--- src/rtl/reg_to_obi_bridge.sv ---
// reg_to_obi_bridge: reg_bus target issuing one OBI transaction per request; REG_TO_OBI_TIMEOUT_EN adds timeout/orphan tracking
module reg_to_obi_bridge #(
  parameter int AW = 32,
  parameter int DW = 32,
  parameter int TIMEOUT_CYCLES = 1024,
  parameter int ORPHAN_MAX = 3
) (
  input  logic            clk_i,
  input  logic            rst_i,
  input  logic            reg_valid_i,
  input  logic            reg_write_i,
  input  logic [AW-1:0]   reg_addr_i,
  input  logic [DW-1:0]   reg_wdata_i,
  input  logic [DW/8-1:0] reg_wstrb_i,
  output logic            reg_ready_o,
  output logic [DW-1:0]   reg_rdata_o,
  output logic            reg_error_o,
  output logic            obi_req_o,
  input  logic            obi_gnt_i,
  output logic [AW-1:0]   obi_addr_o,
  output logic            obi_we_o,
  output logic [DW/8-1:0] obi_be_o,
  output logic [DW-1:0]   obi_wdata_o,
  input  logic            obi_rvalid_i,
  input  logic [DW-1:0]   obi_rdata_i
);
  localparam int BW = DW / 8;
  typedef enum logic [1:0] {IDLE, REQ, RESP, DONE} state_t;
  state_t state_q, state_d;
  logic [AW-1:0] addr_q, addr_d;
  logic we_q, we_d;
  logic [BW-1:0] be_q, be_d;
  logic [DW-1:0] wdata_q, wdata_d, rdata_q, rdata_d;
  logic err_q, err_d;
  logic accept, rsp_ok, expired;
`ifdef REG_TO_OBI_TIMEOUT_EN
  localparam int CW = $clog2(TIMEOUT_CYCLES + 1);
  localparam int OW = $clog2(ORPHAN_MAX + 1);
  logic [CW-1:0] cnt_q, cnt_d;
  logic [OW-1:0] orphan_q, orphan_d;
  logic discard, orphan_inc;
  // Responses are in order, so the oldest ones belong to timed-out transactions.
  assign discard = obi_rvalid_i && orphan_q != '0;
  assign expired = cnt_q == CW'(TIMEOUT_CYCLES - 1);
  assign accept = reg_valid_i && orphan_q != OW'(ORPHAN_MAX);
  assign rsp_ok = obi_rvalid_i && !discard;
  assign orphan_inc = state_q == RESP && !rsp_ok && expired;
  always_comb begin
    cnt_d = (state_q == REQ || state_q == RESP) ? cnt_q + 1'b1 : '0;
    orphan_d = orphan_q;
    if (orphan_inc && !discard)
      orphan_d = orphan_q == OW'(ORPHAN_MAX) ? orphan_q : orphan_q + 1'b1;
    else if (discard && !orphan_inc)
      orphan_d = orphan_q - 1'b1;
  end
  always_ff @(posedge clk_i) begin
    if (rst_i) begin
      cnt_q <= '0;
      orphan_q <= '0;
    end else begin
      cnt_q <= cnt_d;
      orphan_q <= orphan_d;
    end
  end
`else
  logic unused_cfg;
  assign unused_cfg = ^{32'(TIMEOUT_CYCLES), 32'(ORPHAN_MAX)};
  assign expired = 1'b0;
  assign accept = reg_valid_i;
  assign rsp_ok = obi_rvalid_i;
`endif
  always_comb begin
    state_d = state_q;
    addr_d = addr_q;
    we_d = we_q;
    be_d = be_q;
    wdata_d = wdata_q;
    rdata_d = rdata_q;
    err_d = err_q;
    unique case (state_q)
      IDLE: if (accept) begin
        state_d = REQ;
        addr_d = reg_addr_i;
        we_d = reg_write_i;
        be_d = reg_write_i ? reg_wstrb_i : '1;
        wdata_d = reg_write_i ? reg_wdata_i : '0;
      end
      // rvalid alongside gnt violates OBI and is not looked at here.
      REQ: if (obi_gnt_i) state_d = RESP;
        else if (expired) begin
          state_d = DONE;
          rdata_d = '0;
          err_d = 1'b1;
        end
      RESP: if (rsp_ok) begin
          state_d = DONE;
          rdata_d = we_q ? '0 : obi_rdata_i;
          err_d = 1'b0;
        end else if (expired) begin
          state_d = DONE;
          rdata_d = '0;
          err_d = 1'b1;
        end
      default: state_d = IDLE;
    endcase
  end
  always_ff @(posedge clk_i) begin
    if (rst_i) begin
      state_q <= IDLE;
      addr_q <= '0;
      we_q <= 1'b0;
      be_q <= '0;
      wdata_q <= '0;
      rdata_q <= '0;
      err_q <= 1'b0;
    end else begin
      state_q <= state_d;
      addr_q <= addr_d;
      we_q <= we_d;
      be_q <= be_d;
      wdata_q <= wdata_d;
      rdata_q <= rdata_d;
      err_q <= err_d;
    end
  end
  assign obi_req_o = state_q == REQ;
  assign obi_addr_o = addr_q;
  assign obi_we_o = we_q;
  assign obi_be_o = be_q;
  assign obi_wdata_o = wdata_q;
  assign reg_ready_o = state_q == DONE;
  assign reg_rdata_o = reg_ready_o ? rdata_q : '0;
  assign reg_error_o = reg_ready_o && err_q;
endmodule
--- config.mk ---
export PLATFORM = sky130hd
export DESIGN_NAME = reg_to_obi_bridge
export DESIGN_NICKNAME = d
export VERILOG_FILES = /design/src/rtl/reg_to_obi_bridge.sv
export SDC_FILE = /design/constraint.sdc
export NUM_CORES = 1
export LEC_CHECK = 0
export CAP_MARGIN = 20
export CORE_MARGIN = 8
export CORE_UTILIZATION = 36
export CTS_BUF_LIST = sky130_fd_sc_hd__clkbuf_4 sky130_fd_sc_hd__clkbuf_8 sky130_fd_sc_hd__clkbuf_16
export DETAILED_ROUTE_END_ITERATION = 10
export PLACE_DENSITY = 0.77
export SLEW_MARGIN = 5
export SYNTH_ARGS = -nofsm -noshare
export SYNTH_HDL_FRONTEND = slang
export SYNTH_SLANG_ARGS = --single-unit
--- constraint.sdc ---
create_clock -name clk_i -period 1.5 [get_ports clk_i]
set_input_delay 0.3 -clock clk_i [delete_from_list [all_inputs] [get_ports clk_i]]
set_output_delay 0.3 -clock clk_i [all_outputs]
set_load 0.005 [all_outputs]
==> results.toml, run 1 <==
[outcome]
outcome = "finished with violations"
failed_checks = "setup timing"

[global_routing]
grt_overflow = 0
met1_usage_pct = 20.2
grt_pass1_wl_um = 21600
use_met2_pct = 31.0
grt_max_degree = 67
grtUsageMet3_pct = 6.81
first_global_vias = 4229
grt.busiest_layer = "met2"
grt_usage_pct = 17.9
antenna_found_initial = 0

[logic_synthesis]
synth_nets = 619
yosys.area_share.simple_pct = 30.1
yosysUniqueCellTypes = 21
yosysSeqAreaShare_pct = 50.4
syn_inst = 508
synth_warnings = 0
synth_seq_cells = 103
synth.area.mux_share_pct = 0.520
synth_compound_gate_area_share_pct = 12.1
synthXorXnorAreaFrac_pct = 0
synth_top_family_by_area = "simple AND/OR/NAND/NOR gates"
avgSynthCellArea_um2 = 8.06
synthAdderAreaFrac_pct = 1.53
synth_area_mm2 = 0.00409

[die]
die_area_mm2 = 0.0150
fp-row-count = 39
ios = 210
die_x_um = 123
fp.dieH_um = 123
start_util_pct = 36.3
fp.coreArea_mm2 = 0.0113

[clock_tree]
ctsHtreeMaxLevel = 3
cts_made_buffers = 9
clock_latency_ns = 0.33
root_buffer = "clkbuf_16"
cts_tree = "done"
cts_sinks = 103
path_clk_slew_ns = 0.07
cts.path.max_buffers = 2

[timing]
rsz0062_at_grt = "true"
setup_slack_ns = -0.179
finClkSkew_ns = 0.00433
fin_tns_setup_ns = -3.90
fin_crit_sh_pct = 112
fmax_ghz = 0.596
finalSetupViolCount = 41
finalHoldViolCount = 0
min_period_ns = 1.68
final_max_slew_viol_count = 0

[pwr]
ir_drop_mv = 0.750
powerDensity_mw_per_mm2 = 1310
p_leak_nw = 3.19

[critical_path]
r2r-start = "state_q[0]"
slowest_stage = "dfxtp_2"
cp-end-kind = "primary output"
crit_type = "flip-flop to primary output"
cp.depth = 5
cp_cell_sequence = "ha_4, buf_12, buf_8, and2_4, buf_6"
max_stage_delay_ns = 0.35
cp_max_fo = 7
worstPathArrival_ns = 1.38
crit_path_start_kind = "flip-flop"
r2r_setup_slack_ns = -0.14
startpoint = "state_q[0]"
endpoint = "reg_rdata_o[10]"
crit_family = "buffers and inverters"
critPathRequiredTime_ns = 1.20
reg2reg_depth = 6
critPathBufInv = 3
r2r-end = "state_q[0]"

[detailed_routing]
via_per_inst = 5.04
drt-pass1-iter-count = 5
ant_nets = 0
wl_per_cell_um = 17.2
wirelength_um = 14800
vias = 4355
first_iter_violations = 321
drc = 0

[min_path]
hold_class = "input port to flip-flop"
min_path_cells = 2
hp-start = "rst_i"

[finish]
diodes = 0
final_cells = 864
mostFrequentLayoutCells = "131 x nand2_1, 112 x clkdlybuf4s50_1, 97 x dfxtp_1"
synthToLayoutAreaGrowth_pct = 74.8
final_core_util_pct = 63.5
drive_gt1_share_pct = 19.1
layout_commonest_cell = "nand2_1"
layout.nets = 827

[placed_design]
numPortBuffers = 208
dp_hpwl_um = 10200
dp.cells = 837
post-place-ws_ns = -0.270
gp_congestion = 0.806

[run]
maxCapViolCount = 0
where the power goes:
part	switching, W	internal [W]
clock network	0.000990	0.00167
registers	0.000193	0.00312
logic	0.00162	0.00181
total	0.00280	0.00660
final cells by class:
type                    instances  area [um2]
multi-input cells             352        1990
repair buffers                245        2550
clock buffers                  10         239
flip-flops and latches        103        2070
well taps                     143         179
clock inverters                 6         108
fillers                       969        4120
inverters                       5        23.8
layer usage:
metal | vias up | share of wire, % | wire, um
li1 | 2109 | - | -
met1 | 2082 | 39 | 5750
met2 | 154 | 51 | 7550
met3 | 10 | 9.6 | 1430
met4 | 0 | 0.78 | 116
met5 | - | 0 | 0
state kept, by name, summed over array words and instances, names as in the netlist:
| name | flops |
|---|---|
| obi_addr_o | 32 |
| obi_wdata_o | 32 |
| rdata_q | 32 |
| obi_be_o | 4 |
| state_q | 2 |
| obi_we_o | 1 |
worst min-delay path by stage:
stage / endpoint / slack (ns)
after floorplan: rdata_q[0] / 0.43
after detailed placement: rdata_q[10] / 0.44
after global placement: rdata_q[27] / 0.43
final: obi_addr_o[1] / 0.31
after CTS: obi_addr_o[30] / 0.28
after global routing: obi_addr_o[1] / 0.31
synthesized netlist by cell type:
cell	number	area, um2
ha_1	5	62.6
a222oi_1	1	10.0
buf_2	8	40.0
nor2_1	6	22.5
buf_4	2	15.0
nand3_1	32	160
buf_1	5	18.8
nor3_1	5	25.0
nor3b_1	4	30.0
nand4b_1	32	280
and2_1	33	206
mux2_1	1	11.3
mux2i_1	1	10.0
a21oi_1	97	485
inv_1	4	15.0
dfxtp_1	103	2060
clkbuf_1	33	124
conb_1	1	3.75
inv_2	1	3.75
nand2_1	132	495
nand2b_1	2	12.5
what timing repair did:
| action | CTS | global route |
|---|---|---|
| hold buffers | 0 | 0 |
| pin swaps | 14 | 34 |
| cloned | 2 | 4 |
| buffers inserted | 4 | 2 |
| resized for setup | 215 | 61 |
| setup endpoints to repair | 107 | 119 |
kinds of logic after synthesis:
family                     after synthesis
DFF                                    103
and+or+nand+nor                        246
adders and majority gates                5
muxes                                    2
buffers and inverters                   53
other                                    1
AOI/OAI and AO/OA                       98
worst register-to-register path: stages (launching register included):
cell and delay, ns:
dfxtp_2 0.35, buf_6 0.13, buf_6 0.12, ha_4 0.16, a222oi_1 0.29, buf_4 0.19, mux2_4 0.30
per-stage QoR:
step	power [W]	area, um2	hold slack [ns]
after floorplan	0.00465	4110	0.427
after global placement	0.00613	6470	0.435
after detailed placement	0.00624	6470	0.440
after CTS	0.00910	6850	0.281
after global routing	0.00992	7160	0.311
final	0.00941	7160	0.308
Note: power is estimated with default switching activity, not from simulation.
==> run 2: changes to the inputs <==
PLACE_DENSITY = 0.82   (was 0.77)
SLEW_MARGIN = not set   (was 5)
==> run 2 against run 1 <==
  * The run still ends with setup timing left
  * Maximum frequency is 0.62% higher
  * Combinational power is 27% higher
  * Sequential cell count stayed put
  * Final area is 9.5% higher
  * Register-to-register slack hardly changed
  * Core utilization is 6.0 points higher
  * Via count is 4.0% higher
  * Final cell count is 1.3% higher
  * Die area stayed put
  * Critical path type unchanged
  * Critical endpoint is now reg_rdata_o[12]
  * Largest power group unchanged
==> results.toml, run 2 (synthesis gave the netlist of run 1 again) <==
[clock_tree]
ctsHtreeMaxLevel = 3
cts.path.max_buffers = 2
cts_made_buffers = 9
cts_tree = "done"
cts_sinks = 103
path_clk_slew_ns = 0.07
root_buffer = "clkbuf_16"
clock_latency_ns = 0.33

[die]
ios = 210
die_x_um = 123
fp.coreArea_mm2 = 0.0113
fp-row-count = 39
die_area_mm2 = 0.0150
fp.dieH_um = 123
start_util_pct = 36.3

[detailed_routing]
wirelength_um = 16800
wl_per_cell_um = 19.2
ant_nets = 0
drc = 0
first_iter_violations = 293
via_per_inst = 5.18
drt-pass1-iter-count = 4
vias = 4530

[timing]
min_period_ns = 1.67
fin_crit_sh_pct = 111
setup_slack_ns = -0.168
finalHoldViolCount = 0
fin_tns_setup_ns = -7.35
finalSetupViolCount = 98
final_max_slew_viol_count = 0
fmax_ghz = 0.599
holdWs_ns = 0.356
finClkSkew_ns = 0.00663
rsz0062_at_grt = "true"

[pwr]
powerDensity_mw_per_mm2 = 1290
p_leak_nw = 3.58
ir_drop_mv = 0.738

[finish]
mostFrequentLayoutCells = "116 x nand2_1, 104 x clkdlybuf4s50_1, 101 x dfxtp_1"
final_cell_area_mm2 = 0.00784
drive_gt1_share_pct = 28.6
diodes = 0
layout.nets = 840
synthToLayoutAreaGrowth_pct = 91.5
layout_commonest_cell = "nand2_1"
num-fill-cells = 822

[global_routing]
first_global_vias = 4478
grt_overflow = 0
grt_pass1_wl_um = 22700
antenna_found_initial = 0
grt_usage_pct = 18.9
grt_max_degree = 45

[placed_design]
dp_hpwl_um = 10100
gp_congestion = 0.830
numPortBuffers = 208
post_dp_cell_area_mm2 = 0.00645
post-place-ws_ns = -0.244

[critical_path]
cp_common_cell = "buf_6"
critPathRequiredTime_ns = 1.20
slowest_stage = "dfxtp_2"
worstPathArrival_ns = 1.37
crit_path_start_kind = "flip-flop"
cp-end-kind = "primary output"
cp_cell_sequence = "ha_4, buf_6, buf_16, and2_4, buf_6"
crit_type = "flip-flop to primary output"
startpoint = "state_q[0]"
r2r-start = "state_q[1]"
max_stage_delay_ns = 0.34
cp_max_fo = 8

[run]
maxCapViolCount = 0

[outcome]
failed_checks = "setup timing"
outcome = "finished with violations"

[min_path]
hp-start = "rst_i"
hold_class = "input port to flip-flop"
run 2: cell count changes in the layout (fill, tap and decap cells not counted), moves of 17 or more:
cell / previous run / this run
nand3_2: 0 / 17
nand3_1: 32 / 14
buf_6: 21 / 45
and2_1: 18 / 1
and2_4: 15 / 32
buf_2: 18 / 1
run 2: repair_timing:
action                     in CTS  in global routing
cloned                          6                  8
hold buffers                    0                  0
gates resized for setup       249                148
buffers inserted                6                 10
setup endpoints to repair     132                109
pin swaps                      37                 46
run 2: critical path, delay by kind of cell, from the launching register on:
family | cells | cell delay (ns)
adders and majority gates | 1 | 0.19
DFF | 1 | 0.34
and+or+nand+nor | 1 | 0.14
buffers and inverters | 3 | 0.38
run 2: stage by stage:
| stage | std cells | power (W) | util [%] |
|---|---|---|---|
| floorplan | 508 | 0.00465 | - |
| global placement | 834 | 0.00609 | 57.2 |
| detailed placement | 834 | 0.00617 | 57.2 |
| CTS | 860 | 0.00903 | 62.7 |
| global route | 875 | 0.0106 | 69.5 |
| finish | 875 | 0.0101 | 69.5 |
run 2: final timing paths:
check	end	slack (ns)	cells past startpoint
max	reg_rdata_o[12]	-0.17	5
min	rdata_q[19]	0.36	2
max reg2reg	obi_addr_o[7]	-0.13	9
min reg2reg	obi_addr_o[6]	0.45	2
run 2: report_power, final:
part | leakage [nW] | internal, W | switching (W) | total [W]
clock | 0.148 | 0.00146 | 0.000977 | 0.00244
sequential | 0.840 | 0.00312 | 0.000220 | 0.00334
combinational | 2.59 | 0.00234 | 0.00200 | 0.00434
run 2: area by class of cell:
type | count | area [um2] | share of cell area [%]
sequential | 103 | 2060 | 26.3
multi-input combinational | 352 | 2280 | 29.1
inverter | 5 | 26.3 | 0.335
timing repair buffer | 258 | 2990 | 38.1
tap | 143 | 179 | 2.28
clock buffer | 10 | 233 | 2.97
clock inverter | 4 | 72.6 | 0.926
run 2: routing by layer:
metal	vias to the layer above	part of all wire (%)	GRT usage, %
met5	-	0	0
met4	0	1.6	6.85
met3	20	11	9.06
met2	203	50	31.7
met1	2158	38	20.5
li1	2149	-	-
